## src/rtl/ram_arbiter_if.sv

```systemverilog
// rtl/ram_arbiter_if.sv - requester, clear-control and RAM-side signal bundle for ram_arbiter
interface ram_arbiter_if #(
  parameter int word_size = 8,
  parameter int addr_size = 10
);
  logic                 clr_start;
  logic                 clr_busy;

  logic                 a_req;
  logic                 a_wr;
  logic [addr_size-1:0] a_addr;
  logic [word_size-1:0] a_wdata;
  logic                 a_ack;
  logic [word_size-1:0] a_rdata;

  logic                 b_req;
  logic                 b_wr;
  logic [addr_size-1:0] b_addr;
  logic [word_size-1:0] b_wdata;
  logic                 b_ack;
  logic [word_size-1:0] b_rdata;

  logic [addr_size-1:0] ram_addr;
  logic [word_size-1:0] ram_din;
  logic                 ram_wr;
  logic                 ram_cs;
  logic [word_size-1:0] ram_dout;

  // arbiter side
  modport slave (
    input  clr_start,
    input  a_req, a_wr, a_addr, a_wdata,
    input  b_req, b_wr, b_addr, b_wdata,
    input  ram_dout,
    output clr_busy,
    output a_ack, a_rdata,
    output b_ack, b_rdata,
    output ram_addr, ram_din, ram_wr, ram_cs
  );

  // requester / RAM side
  modport master (
    output clr_start,
    output a_req, a_wr, a_addr, a_wdata,
    output b_req, b_wr, b_addr, b_wdata,
    output ram_dout,
    input  clr_busy,
    input  a_ack, a_rdata,
    input  b_ack, b_rdata,
    input  ram_addr, ram_din, ram_wr, ram_cs
  );
endinterface

```

## src/rtl/ram_arbiter.sv

```systemverilog
// rtl/ram_arbiter.sv - round-robin two-requester single-port RAM arbiter with memory clear sequencer
module ram_arbiter #(
  parameter int word_size   = 8,
  parameter int addr_size   = 10,
  parameter int memory_size = 1024
) (
  input  logic          clk,
  input  logic          rst,
  ram_arbiter_if.slave  bus
);

  typedef enum logic [1:0] {
    S_IDLE  = 2'd0,
    S_ACK   = 2'd1,
    S_CLEAR = 2'd2
  } state_t;

  localparam logic [addr_size-1:0] last_addr = addr_size'(memory_size - 1);

  state_t               state_q, state_d;
  logic                 ptr_q, ptr_d;         // 1: B wins the next tie
  logic [addr_size-1:0] cnt_q, cnt_d;
  logic                 a_ack_q, a_ack_d;
  logic                 b_ack_q, b_ack_d;
  logic [word_size-1:0] a_rdata_q, a_rdata_d;
  logic [word_size-1:0] b_rdata_q, b_rdata_d;

  logic                 grant_a, grant_b;
  logic                 win_wr;
  logic [addr_size-1:0] win_addr;
  logic [word_size-1:0] win_wdata;

  logic                 ram_cs_c, ram_wr_c;
  logic [addr_size-1:0] ram_addr_c;
  logic [word_size-1:0] ram_din_c;
  logic                 clr_busy_c;

  // Winner selection: only in IDLE and only when no clear is being started
  always_comb begin
    grant_a = 1'b0;
    grant_b = 1'b0;
    if (state_q == S_IDLE && !bus.clr_start) begin
      if (bus.a_req && (!bus.b_req || !ptr_q)) begin
        grant_a = 1'b1;
      end else if (bus.b_req) begin
        grant_b = 1'b1;
      end
    end
    win_wr    = grant_b ? bus.b_wr    : bus.a_wr;
    win_addr  = grant_b ? bus.b_addr  : bus.a_addr;
    win_wdata = grant_b ? bus.b_wdata : bus.a_wdata;
  end

  // Next-state logic: clear start beats requests, ACK lasts one cycle, clear sweeps every word once
  always_comb begin
    state_d = state_q;
    ptr_d   = ptr_q;
    cnt_d   = cnt_q;
    case (state_q)
      S_IDLE: begin
        if (bus.clr_start) begin
          state_d = S_CLEAR;
          cnt_d   = '0;
        end else if (grant_a || grant_b) begin
          state_d = S_ACK;
          ptr_d   = grant_a;
        end
      end
      S_ACK: begin
        state_d = S_IDLE;
      end
      S_CLEAR: begin
        if (cnt_q == last_addr) begin
          state_d = S_IDLE;
          cnt_d   = '0;
        end else begin
          cnt_d = cnt_q + 1'b1;
        end
      end
      default: begin
        state_d = S_IDLE;
        cnt_d   = '0;
      end
    endcase
  end

  // Ack pulses and per-requester read data capture
  always_comb begin
    a_ack_d   = grant_a;
    b_ack_d   = grant_b;
    a_rdata_d = (grant_a && !bus.a_wr) ? bus.ram_dout : a_rdata_q;
    b_rdata_d = (grant_b && !bus.b_wr) ? bus.ram_dout : b_rdata_q;
  end

  // RAM strobes; held quiet while reset is asserted so an interrupted clear commits nothing more
  always_comb begin
    ram_cs_c   = 1'b0;
    ram_wr_c   = 1'b0;
    ram_addr_c = '0;
    ram_din_c  = '0;
    clr_busy_c = (state_q == S_CLEAR);
    if (!rst) begin
      case (state_q)
        S_IDLE: begin
          if (grant_a || grant_b) begin
            ram_cs_c   = 1'b1;
            ram_wr_c   = win_wr;
            ram_addr_c = win_addr;
            ram_din_c  = win_wdata;
          end
        end
        S_CLEAR: begin
          ram_cs_c   = 1'b1;
          ram_wr_c   = 1'b1;
          ram_addr_c = cnt_q;
          ram_din_c  = '0;
        end
        default: begin
          ram_cs_c = 1'b0;
        end
      endcase
    end
  end

  // FSM state, round-robin pointer and clear counter
  always_ff @(posedge clk) begin
    if (rst) begin
      state_q <= S_IDLE;
      ptr_q   <= 1'b0;
      cnt_q   <= '0;
    end else begin
      state_q <= state_d;
      ptr_q   <= ptr_d;
      cnt_q   <= cnt_d;
    end
  end

  // Requester-facing registers
  always_ff @(posedge clk) begin
    if (rst) begin
      a_ack_q   <= 1'b0;
      b_ack_q   <= 1'b0;
      a_rdata_q <= '0;
      b_rdata_q <= '0;
    end else begin
      a_ack_q   <= a_ack_d;
      b_ack_q   <= b_ack_d;
      a_rdata_q <= a_rdata_d;
      b_rdata_q <= b_rdata_d;
    end
  end

  assign bus.a_ack    = a_ack_q;
  assign bus.b_ack    = b_ack_q;
  assign bus.a_rdata  = a_rdata_q;
  assign bus.b_rdata  = b_rdata_q;
  assign bus.clr_busy = clr_busy_c;
  assign bus.ram_cs   = ram_cs_c;
  assign bus.ram_wr   = ram_wr_c;
  assign bus.ram_addr = ram_addr_c;
  assign bus.ram_din  = ram_din_c;

endmodule
```

## src/flat_wrapper.sv

```systemverilog
// flat-port wrapper written by rule: the top's interface ports become plain ports
module ram_arbiter_flat 
#(
  parameter int word_size   = 8,
  parameter int addr_size   = 10,
  parameter int memory_size = 1024
)
  (clk, rst, bus_clr_start, bus_a_req, bus_a_wr, bus_a_addr, bus_a_wdata, bus_b_req, bus_b_wr, bus_b_addr, bus_b_wdata, bus_ram_dout, bus_clr_busy, bus_a_ack, bus_a_rdata, bus_b_ack, bus_b_rdata, bus_ram_addr, bus_ram_din, bus_ram_wr, bus_ram_cs);
  ram_arbiter_if #(.word_size(word_size), .addr_size(addr_size)) bus_i ();
  input  logic clk;
  input  logic rst;
  input wire logic [$bits(bus_i.clr_start)-1:0] bus_clr_start;
  input wire logic [$bits(bus_i.a_req)-1:0] bus_a_req;
  input wire logic [$bits(bus_i.a_wr)-1:0] bus_a_wr;
  input wire logic [$bits(bus_i.a_addr)-1:0] bus_a_addr;
  input wire logic [$bits(bus_i.a_wdata)-1:0] bus_a_wdata;
  input wire logic [$bits(bus_i.b_req)-1:0] bus_b_req;
  input wire logic [$bits(bus_i.b_wr)-1:0] bus_b_wr;
  input wire logic [$bits(bus_i.b_addr)-1:0] bus_b_addr;
  input wire logic [$bits(bus_i.b_wdata)-1:0] bus_b_wdata;
  input wire logic [$bits(bus_i.ram_dout)-1:0] bus_ram_dout;
  output wire logic [$bits(bus_i.clr_busy)-1:0] bus_clr_busy;
  output wire logic [$bits(bus_i.a_ack)-1:0] bus_a_ack;
  output wire logic [$bits(bus_i.a_rdata)-1:0] bus_a_rdata;
  output wire logic [$bits(bus_i.b_ack)-1:0] bus_b_ack;
  output wire logic [$bits(bus_i.b_rdata)-1:0] bus_b_rdata;
  output wire logic [$bits(bus_i.ram_addr)-1:0] bus_ram_addr;
  output wire logic [$bits(bus_i.ram_din)-1:0] bus_ram_din;
  output wire logic [$bits(bus_i.ram_wr)-1:0] bus_ram_wr;
  output wire logic [$bits(bus_i.ram_cs)-1:0] bus_ram_cs;
  assign bus_i.clr_start = bus_clr_start;
  assign bus_i.a_req = bus_a_req;
  assign bus_i.a_wr = bus_a_wr;
  assign bus_i.a_addr = bus_a_addr;
  assign bus_i.a_wdata = bus_a_wdata;
  assign bus_i.b_req = bus_b_req;
  assign bus_i.b_wr = bus_b_wr;
  assign bus_i.b_addr = bus_b_addr;
  assign bus_i.b_wdata = bus_b_wdata;
  assign bus_i.ram_dout = bus_ram_dout;
  assign bus_clr_busy = bus_i.clr_busy;
  assign bus_a_ack = bus_i.a_ack;
  assign bus_a_rdata = bus_i.a_rdata;
  assign bus_b_ack = bus_i.b_ack;
  assign bus_b_rdata = bus_i.b_rdata;
  assign bus_ram_addr = bus_i.ram_addr;
  assign bus_ram_din = bus_i.ram_din;
  assign bus_ram_wr = bus_i.ram_wr;
  assign bus_ram_cs = bus_i.ram_cs;
  ram_arbiter #(.word_size(word_size), .addr_size(addr_size), .memory_size(memory_size)) u_core (.clk(clk), .rst(rst), .bus(bus_i));
endmodule
```

## config.mk

```make
export PLATFORM = sky130hd
export DESIGN_NAME = ram_arbiter_flat
export DESIGN_NICKNAME = d
export VERILOG_FILES = /design/src/rtl/ram_arbiter_if.sv /design/src/rtl/ram_arbiter.sv /design/src/flat_wrapper.sv
export SDC_FILE = /design/constraint.sdc
export NUM_CORES = 1
export LEC_CHECK = 0
export ABC_AREA = 1
export CAP_MARGIN = 40
export CORE_MARGIN = 10
export CORE_UTILIZATION = 40
export CTS_CLUSTER_SIZE = 20
export DETAILED_ROUTE_END_ITERATION = 10
export GPL_ROUTABILITY_DRIVEN = 0
export PLACE_DENSITY = 0.8
export SETUP_SLACK_MARGIN = 0.05
export SYNTH_ARGS = -nofsm -noshare
export SYNTH_HDL_FRONTEND = slang
export SYNTH_SLANG_ARGS = --single-unit
```

## constraint.sdc

```tcl
create_clock -name clk -period 2 [get_ports clk]
set_clock_uncertainty 0.15 [all_clocks]
set_input_delay 0.6 -clock clk [delete_from_list [all_inputs] [get_ports clk]]
set_output_delay 0.6 -clock clk [all_outputs]
set_load 0.05 [all_outputs]
```

======== Word level (Yosys, flattened, before mapping) ========
Index checks and enable logic that the tools add are counted.
word-level totals
  bits in registers ....................... 31
  bits of input ports ..................... 51
  output and inout port bits .............. 39
  logic and storage cells ................. 58
cells by class
  add/sub/neg operators ................... 1
  eq/ne operators ......................... 6
  muxes and demuxes ....................... 27
  bitwise gates (word level) .............. 2
  reductions and logical operators ........ 15
operators by type and width
  kind                   count
  $mux 10                5
  $mux 8                 4
  $pmux 10 s3            1
  $pmux 10 s2            1
  $add 10x1->10 const B  1
  $eq 10x10->1 const B   1
  $mux 1                 10
  $mux 2                 3
  $logic_not 1->1        5
  $logic_and 1x1->1      4
  $pmux 1 s2             2
  $pmux 2 s2             1
  $reduce_and 2->1       2
  $ne 3x3->1 const B     1
  $reduce_and 3->1       1
  $eq 2x1->1 const B     1
  $eq 2x2->1 const B     1
  $logic_not 2->1        1
  $logic_or 1x1->1       2
  $ne 2x1->1 const B     1
  $ne 2x2->1 const B     1
  $not 1->1              2

======== Longest topological paths before layout ========
Gate-level depths: netlist of run 1.
  word-level depth ........................ 9
  gate-level depth with buffers ........... 8
  gate-level depth less buffers ........... 8

======== Least setup slack after synthesis of run 1 ========
OpenSTA, ideal clock, no wires.
  kind .................................... input port to output port
  start point ............................. input port bus_b_req
  end point ............................... output port bus_ram_wr
  arrival ................................. 1.972 ns
  required time ........................... 1.250 ns
  slack ................................... -0.722 ns
  stages on the path ...................... 7
  path buffers ............................ 1
  cell sequence ........................... inv_1 -> a21oi_1 -> nand2_2 -> buf_2 -> nand2_1 -> nand3_1 -> a21oi_1
on the way
  cells in the longest elaborated chain, start to end .. 9
  elaborated cells on any way between the ends .. 13
  those cells by class .................... mux: 9; reduce/logical: 4
ends and longest elaborated chain
  element                                            line                                   text
  start: declaration                                 flat_wrapper.sv:17                     input wire logic [$bits(bus_i.b_req)-1:0] bus_b_req;
  $logic_not 1->1                                    ram_arbiter.sv:43                      if (bus.a_req && (!bus.b_req || !ptr_q)) begin
  $logic_or 1x1->1                                   ram_arbiter.sv:43
  $logic_and 1x1->1                                  ram_arbiter.sv:43
  $mux 1                                             ram_arbiter.sv:43
  $mux 1                                             ram_arbiter.sv:42                      if (state_q == S_IDLE && !bus.clr_start) begin
  $mux 1 / $logic_or 1x1->1 (equally long branches)  ram_arbiter.sv:49, ram_arbiter.sv:105
  $mux 1 *                                           ram_arbiter.sv:105                     if (grant_a || grant_b) begin
  $pmux 1 s2 *                                       ram_arbiter.sv:103                     case (state_q)
  $mux 1 *                                           ram_arbiter.sv:102                     if (!rst) begin
  end: declaration                                   flat_wrapper.sv:29                     output wire logic [$bits(bus_i.ram_wr)-1:0] bus_ram_wr;
Mark *: on every way between the ends. The rest lies on a longest branch, timed or not.

======== Final worst setup path of run 1 ========
  start point ............................. input port bus_a_req
  end point ............................... output port bus_ram_addr[8]
on the way
  cells in the longest elaborated chain, start to end .. 7
  elaborated cells on any way between the ends .. 10
  those cells by class .................... mux: 8; reduce/logical: 2
ends and longest elaborated chain
  element                                             line                                   text
  start: declaration                                  flat_wrapper.sv:13                     input wire logic [$bits(bus_i.a_req)-1:0] bus_a_req;
  $logic_and 1x1->1 *                                 ram_arbiter.sv:43
  $mux 1                                              ram_arbiter.sv:43
  $mux 1                                              ram_arbiter.sv:42
  $mux 10 / $logic_or 1x1->1 (equally long branches)  ram_arbiter.sv:50, ram_arbiter.sv:105
  $mux 10 *                                           ram_arbiter.sv:105
  $pmux 10 s2 *                                       ram_arbiter.sv:103
  $mux 10 *                                           ram_arbiter.sv:102
  end: declaration                                    flat_wrapper.sv:27                     output wire logic [$bits(bus_i.ram_addr)-1:0] bus_ram_addr;
Marks and branches as above.

==> impl_metrics.ini, run 1 <==
[outcome]
status = finished with violations
violations = negative setup slack

[layout]
final_cells = 466
regArea_sq_um = 623
fill_cells = 207
finish.utilization = 0.874
stdcell_area_sq_um = 3810
final_cell_mix = nand2_1 (60), buf_4 (40), clkdlybuf4s50_1 (36)
area_growth_pct = 112
finalNetCount = 465
layout_commonest_cell = nand2_1
antenna_cells = 0
multi_input_area_sq_um = 1450
final_layout_size_suffix_gt1_frac = 0.411

[critical_path]
critPathLaunchType = input pin
crit_family = buffers and inverters
critical_path_class = input pin to primary output
reg2reg_to = u_core.cnt_q[7]
worstPathMaxFanout = 6
critical_path_required_ns = 1.25
slowest_stage = a21oi_4
cpPeakStageDelay_ns = 0.20
endpoint_kind = primary output
r2r_start = u_core.cnt_q[0]
crit_buf_inv = 3
reg2reg_slack_ns = 0.22
reg2regPathDepth = 8
arrival_ns = 1.71
worstPathCellList = buf_2, a21oi_4, nand2_4, buf_12, nand2_1, nand2_2, a21oi_4, buf_12

[timing]
finalSetupViolations = 21
worst_slew_pin_slew_ns = 0.284
fmax_mhz = 407
hold_ws_ns = 0.326
final_hold_viol_count = 0
timing.setup.tns_ns = -8.21
rsz0062_at_grt = true
min_period_over_period = 1.23
slew_headroom = 0.810
setup_slack_ns = -0.459
drv_slew = 0
period_needed_ns = 2.46

[pwr]
p_leak_nw = 1.65
finalPower_mw = 2.06
p_per_area_nw_per_um2 = 541
internal_power_mw = 1.36
peakVddDrop_mv = 0.550
clkPwrFrac = 0.303
comb_power_share = 0.378
seq_power_share = 0.319
p_sw_frac = 0.339
p_switching_mw = 0.699

[logic_synthesis]
avgSynthCellArea_sq_um = 6.15
syn_area_sq_um = 1800
yosysSeqAreaShare = 0.345
ys_ff_latch = 31
synth_cells = 292
synth_fp_nets = 344
yosysUniqueCellTypes = 28
yosysWarnings = 0

[detailed_routing]
drc_errors = 0
post_drt_wl_per_cell_um = 17.9
drtAntennaViolNets = 0
drt_iter0_markers = 131
dr.pass1.iters = 4
vias = 2455
wl_um = 8330
via_per_inst = 5.27

[placed_design]
dp_hpwl_um = 5670
dpl.cell_count = 448
place_area_sq_um = 3430
port_buffers = 89
place_ws_ns = -0.934

[clock_network]
cts_buffers = 5
htreeDepth = 2
tritoncts = built
worstSkewPairLatency_ns = 0.29
cts_buffer_depth = 2
holdBufCountCts = 0
cts.sinks = 31
clk_pin_slew_ns = 0.07
cts_root_buf = clkbuf_8

[floorplanning]
num_rows = 24
die_h_um = 87.0
ios = 90
coreArea_sq_um = 4350
die_x_um = 87.0
start_util = 0.413
dieArea_sq_um = 7570

[hold_path]
hp-class = flop to flop
hp-start = u_core.bus.b_rdata[3]
min_delay_path_depth = 2
min_to = u_core.bus.b_rdata[3]

[grt]
grt_max_degree = 13
grt_pass1_vias = 2646
gr-usage-all-layers = 0.220
grt_pass1_wl_um = 13200
antenna_found_initial = 0
grt.overflow.total = 0

[flow_run]
drv_cap = 0
## tightest hold or removal path, stage by stage, from the launching register on
cell     delay (ns)
dfxtp_1        0.32
nand2_1        0.06
a21oi_1        0.05
## area by class of cell
class,count,area share
flip-flops and latches,31,0.164
inverters,43,0.0460
clock buffers,5,0.0181
multi-input cells,210,0.380
well taps,52,0.0171
clock inverters,3,0.0115
repair buffers,122,0.364
## kinds of logic after synthesis
logic type	after synthesis	synth area share
AOI/OAI and AO/OA	57	0.169
adders and majority gates	1	0.00696
buffers and inverters	53	0.120
and+or+nand+nor	147	0.343
xor gates and xnor gates	3	0.0146
DFF	31	0.345
## power by group through the flow
stage / combinational [mW] / sequential [mW] / clock (mW)
4_1_cts: 0.750 / 0.656 / 0.619
5_1_grt: 0.817 / 0.659 / 0.658
2_1_floorplan: 0.309 / 0.711 / 0
3_5_place_dp: 0.675 / 0.668 / 0
3_3_place_gp: 0.661 / 0.666 / 0
6_report: 0.778 / 0.657 / 0.623
## how the worst max path moves through the flow
| stage | cells past startpoint | startpoint | end |
|---|---|---|---|
| finish | 8 | bus_a_req | bus_ram_addr[8] |
| floorplan | 6 | bus_clr_start | bus_ram_addr[0] |
| CTS | 6 | bus_b_addr[8] | bus_ram_addr[8] |
| global route | 9 | u_core.state_q[1] | bus_ram_addr[8] |
| global placement | 7 | bus_b_req | bus_ram_din[1] |
| detailed placement | 8 | bus_b_req | bus_ram_din[5] |
## Yosys cell counts
master	count	area share
a31oi_1	1	0.0035
clkinv_2	1	0.0028
nand4_1	3	0.010
nand2_1	86	0.18
nor2_2	2	0.0070
dfxtp_1	31	0.35
clkbuf_1	4	0.0084
buf_6	1	0.0063
nor3_1	1	0.0028
o21ai_4	1	0.0091
o21ai_0	15	0.042
o21bai_1	1	0.0042
nand3_2	2	0.011
a21oi_1	34	0.095
buf_4	1	0.0042
a31o_2	1	0.0049
inv_1	36	0.075
buf_2	4	0.011
nor2_1	31	0.065
xor2_1	3	0.015
ha_1	1	0.0070
inv_2	5	0.010
nor2_4	1	0.0063
nand3_1	18	0.050
clkinv_1	1	0.0021
o21ai_1	4	0.011
nand2_2	2	0.0070
nand3b_1	1	0.0042
## layer usage
metal / vias up / track usage / wire length [um]
met4: 0 / 0.105 / 345
met1: 1141 / 0.207 / 2840
li1: 1167 / - / -
met2: 119 / 0.408 / 4470
met3: 28 / 0.0796 / 681
met5: - / 0 / 0
## sequential cells by signal, indices dropped and copies added (netlist names)
| name | cells |
|---|---|
| u_core.ptr_q | 1 |
| u_core.bus.a_rdata | 8 |
| u_core.bus.a_ack | 1 |
| u_core.bus.b_ack | 1 |
| u_core.cnt_q | 10 |
| u_core.state_q | 2 |
| u_core.bus.b_rdata | 8 |
## timing repair
item | in CTS | in global routing
endpoints found under the setup margin | 44 | 21
gates cloned | 3 | 0
buffers inserted | 7 | 0
resized for setup | 79 | 10
pin swaps | 34 | 4
No activity file was read; power rests on OpenSTA's default activity.
==> inputs of run 2 (changes only) <==
- ABC_CLOCK_PERIOD_IN_PS: default -> 2000
==> results of run 2 <==
Same layout as run 1: the final DEF is identical, and so are final timing and power.
==> inputs of run 3 (changes only) <==
- CORE_ASPECT_RATIO: default -> 1.75
==> run 3 against run 2 <==
Against the previous run: the run still ends with negative setup slack left; non-clock buffer count grew 5; global-route usage rose by 4.5 points; setup slack lost 0.093 ns; die area increased by 1.4%; hold slack gained 0.022 ns; wire length grew 49%; via count grew 17%; combinational power rose by 15%; flip-flop and latch count unchanged; final cell count up 0.86%.
==> impl_metrics.ini, run 3 (same netlist as run 1, synthesis figures left out) <==
[critical_path]
worstPathMaxFanout = 6
critical_path_class = flop to primary output
reg2reg_slack_ns = -0.09
arrival_ns = 1.80
critPathLaunchType = flop
endpoint_kind = primary output
critical_path_required_ns = 1.25

[pwr]
p_per_area_nw_per_um2 = 513
finalPower_mw = 2.07
peakVddDrop_mv = 0.724
p_leak_nw = 1.69

[timing]
finalSetupViolations = 28
slew_headroom = 0.780
rsz0062_at_grt = true
fmax_mhz = 392
period_needed_ns = 2.55
setup_slack_ns = -0.552
min_period_over_period = 1.28
drv_slew = 0
worst_slew_pin_slew_ns = 0.326
final_hold_viol_count = 0
timing.setup.tns_ns = -10.98

[clock_network]
worstSkewPairLatency_ns = 0.29
cts_buffers = 5
cts_buffer_depth = 2
holdBufCountCts = 0
cts_root_buf = clkbuf_8
clk_pin_slew_ns = 0.07
tritoncts = built
htreeDepth = 2
cts.sinks = 31

[detailed_routing]
dr.pass1.iters = 5
drt_iter0_markers = 315
wl_um = 12400
drc_errors = 0
vias = 2875
drtAntennaViolNets = 0
via_per_inst = 6.12
post_drt_wl_per_cell_um = 26.5

[placed_design]
place_ws_ns = -0.934
place_area_sq_um = 3450
port_buffers = 89
dp_hpwl_um = 5700

[floorplanning]
die_x_um = 70.7
die_h_um = 109
coreArea_sq_um = 4360
num_rows = 32
start_util = 0.412
ios = 90
dieArea_sq_um = 7680

[hold_path]
hp-class = flop to flop

[layout]
final_layout_size_suffix_gt1_frac = 0.446
final_cell_mix = nand2_1 (47), clkdlybuf4s50_1 (42), buf_4 (34), buf_12 (34), inv_1 (32)
layout_commonest_cell = nand2_1
stdcell_area_sq_um = 4040
finalNetCount = 471
fill_cells = 142
largest_register_ff_count = 10
top_register = u_core.cnt_q
finish.utilization = 0.926
antenna_cells = 0
area_growth_pct = 125

[grt]
grt_max_degree = 16
grt_pass1_wl_um = 15800
grt_pass1_vias = 2837
antenna_found_initial = 0
grt.overflow.total = 0
gr-usage-all-layers = 0.265

[outcome]
violations = negative setup slack
status = finished with violations

[flow_run]
drv_cap = 0
==> run 3: per-stage QoR <==
step | hold slack (ns) | cells
after floorplan | 0.324 | 292
after global placement | 0.302 | 444
after detailed placement | 0.308 | 444
after CTS | 0.320 | 468
after global routing | 0.358 | 470
final | 0.348 | 470
==> run 3: metal layers <==
metal | part of all wire | track usage | wire length [um] | vias up
li1 | - | - | - | 1173
met1 | 0.30 | 0.220 | 3690 | 1327
met2 | 0.53 | 0.517 | 6530 | 264
met3 | 0.076 | 0.0655 | 947 | 111
met4 | 0.10 | 0.200 | 1270 | 0
met5 | 0 | 0 | 0 | -
==> run 3: worst paths after layout <==
kind | startpoint | to | cells after the start
min reg2reg | u_core.bus.b_rdata[7] | u_core.bus.b_rdata[7] | 2
max | u_core.state_q[0] | bus_ram_addr[3] | 9
max reg2reg | u_core.cnt_q[0] | u_core.cnt_q[2] | 8
min | u_core.bus.b_rdata[7] | u_core.bus.b_rdata[7] | 2
==> run 3: final cells by class <==
| class | instances | area (sq um) | share of cell area |
|---|---|---|---|
| Timing Repair inverter | 1 | 16.3 | 0.00402 |
| Sequential cell | 31 | 629 | 0.156 |
| Inverter | 43 | 183 | 0.0452 |
| Timing Repair Buffer | 127 | 1540 | 0.380 |
| Tap cell | 51 | 63.8 | 0.0158 |
| Multi-Input combinational cell | 210 | 1530 | 0.378 |
| Clock buffer | 6 | 82.6 | 0.0204 |
| Clock inverter | 1 | 5.00 | 0.00124 |
==> run 3: repair_timing <==
action / in CTS / in global routing
setup endpoints to repair: 40 / 30
pin swaps: 31 / 26
gates resized for setup: 79 / 38
buffers inserted: 18 / 5
cloned: 3 / 0
==> run 3: worst max-delay path: stages (launching register included) <==
cell,delay (ns)
dfxtp_4,0.37
inv_2,0.06
nand2_2,0.06
nor2_4,0.25
buf_12,0.17
nand2_8,0.08
o21ai_2,0.08
nand2_2,0.11
a21oi_4,0.18
buf_12,0.16
==> run 3: report_power, final <==
| group | internal, mW | leakage, nW | switching [mW] |
|---|---|---|---|
| logic | 0.397 | 1.39 | 0.498 |
| registers | 0.638 | 0.253 | 0.0272 |
| clock network | 0.270 | 0.0470 | 0.245 |
| total | 1.30 | 1.69 | 0.770 |
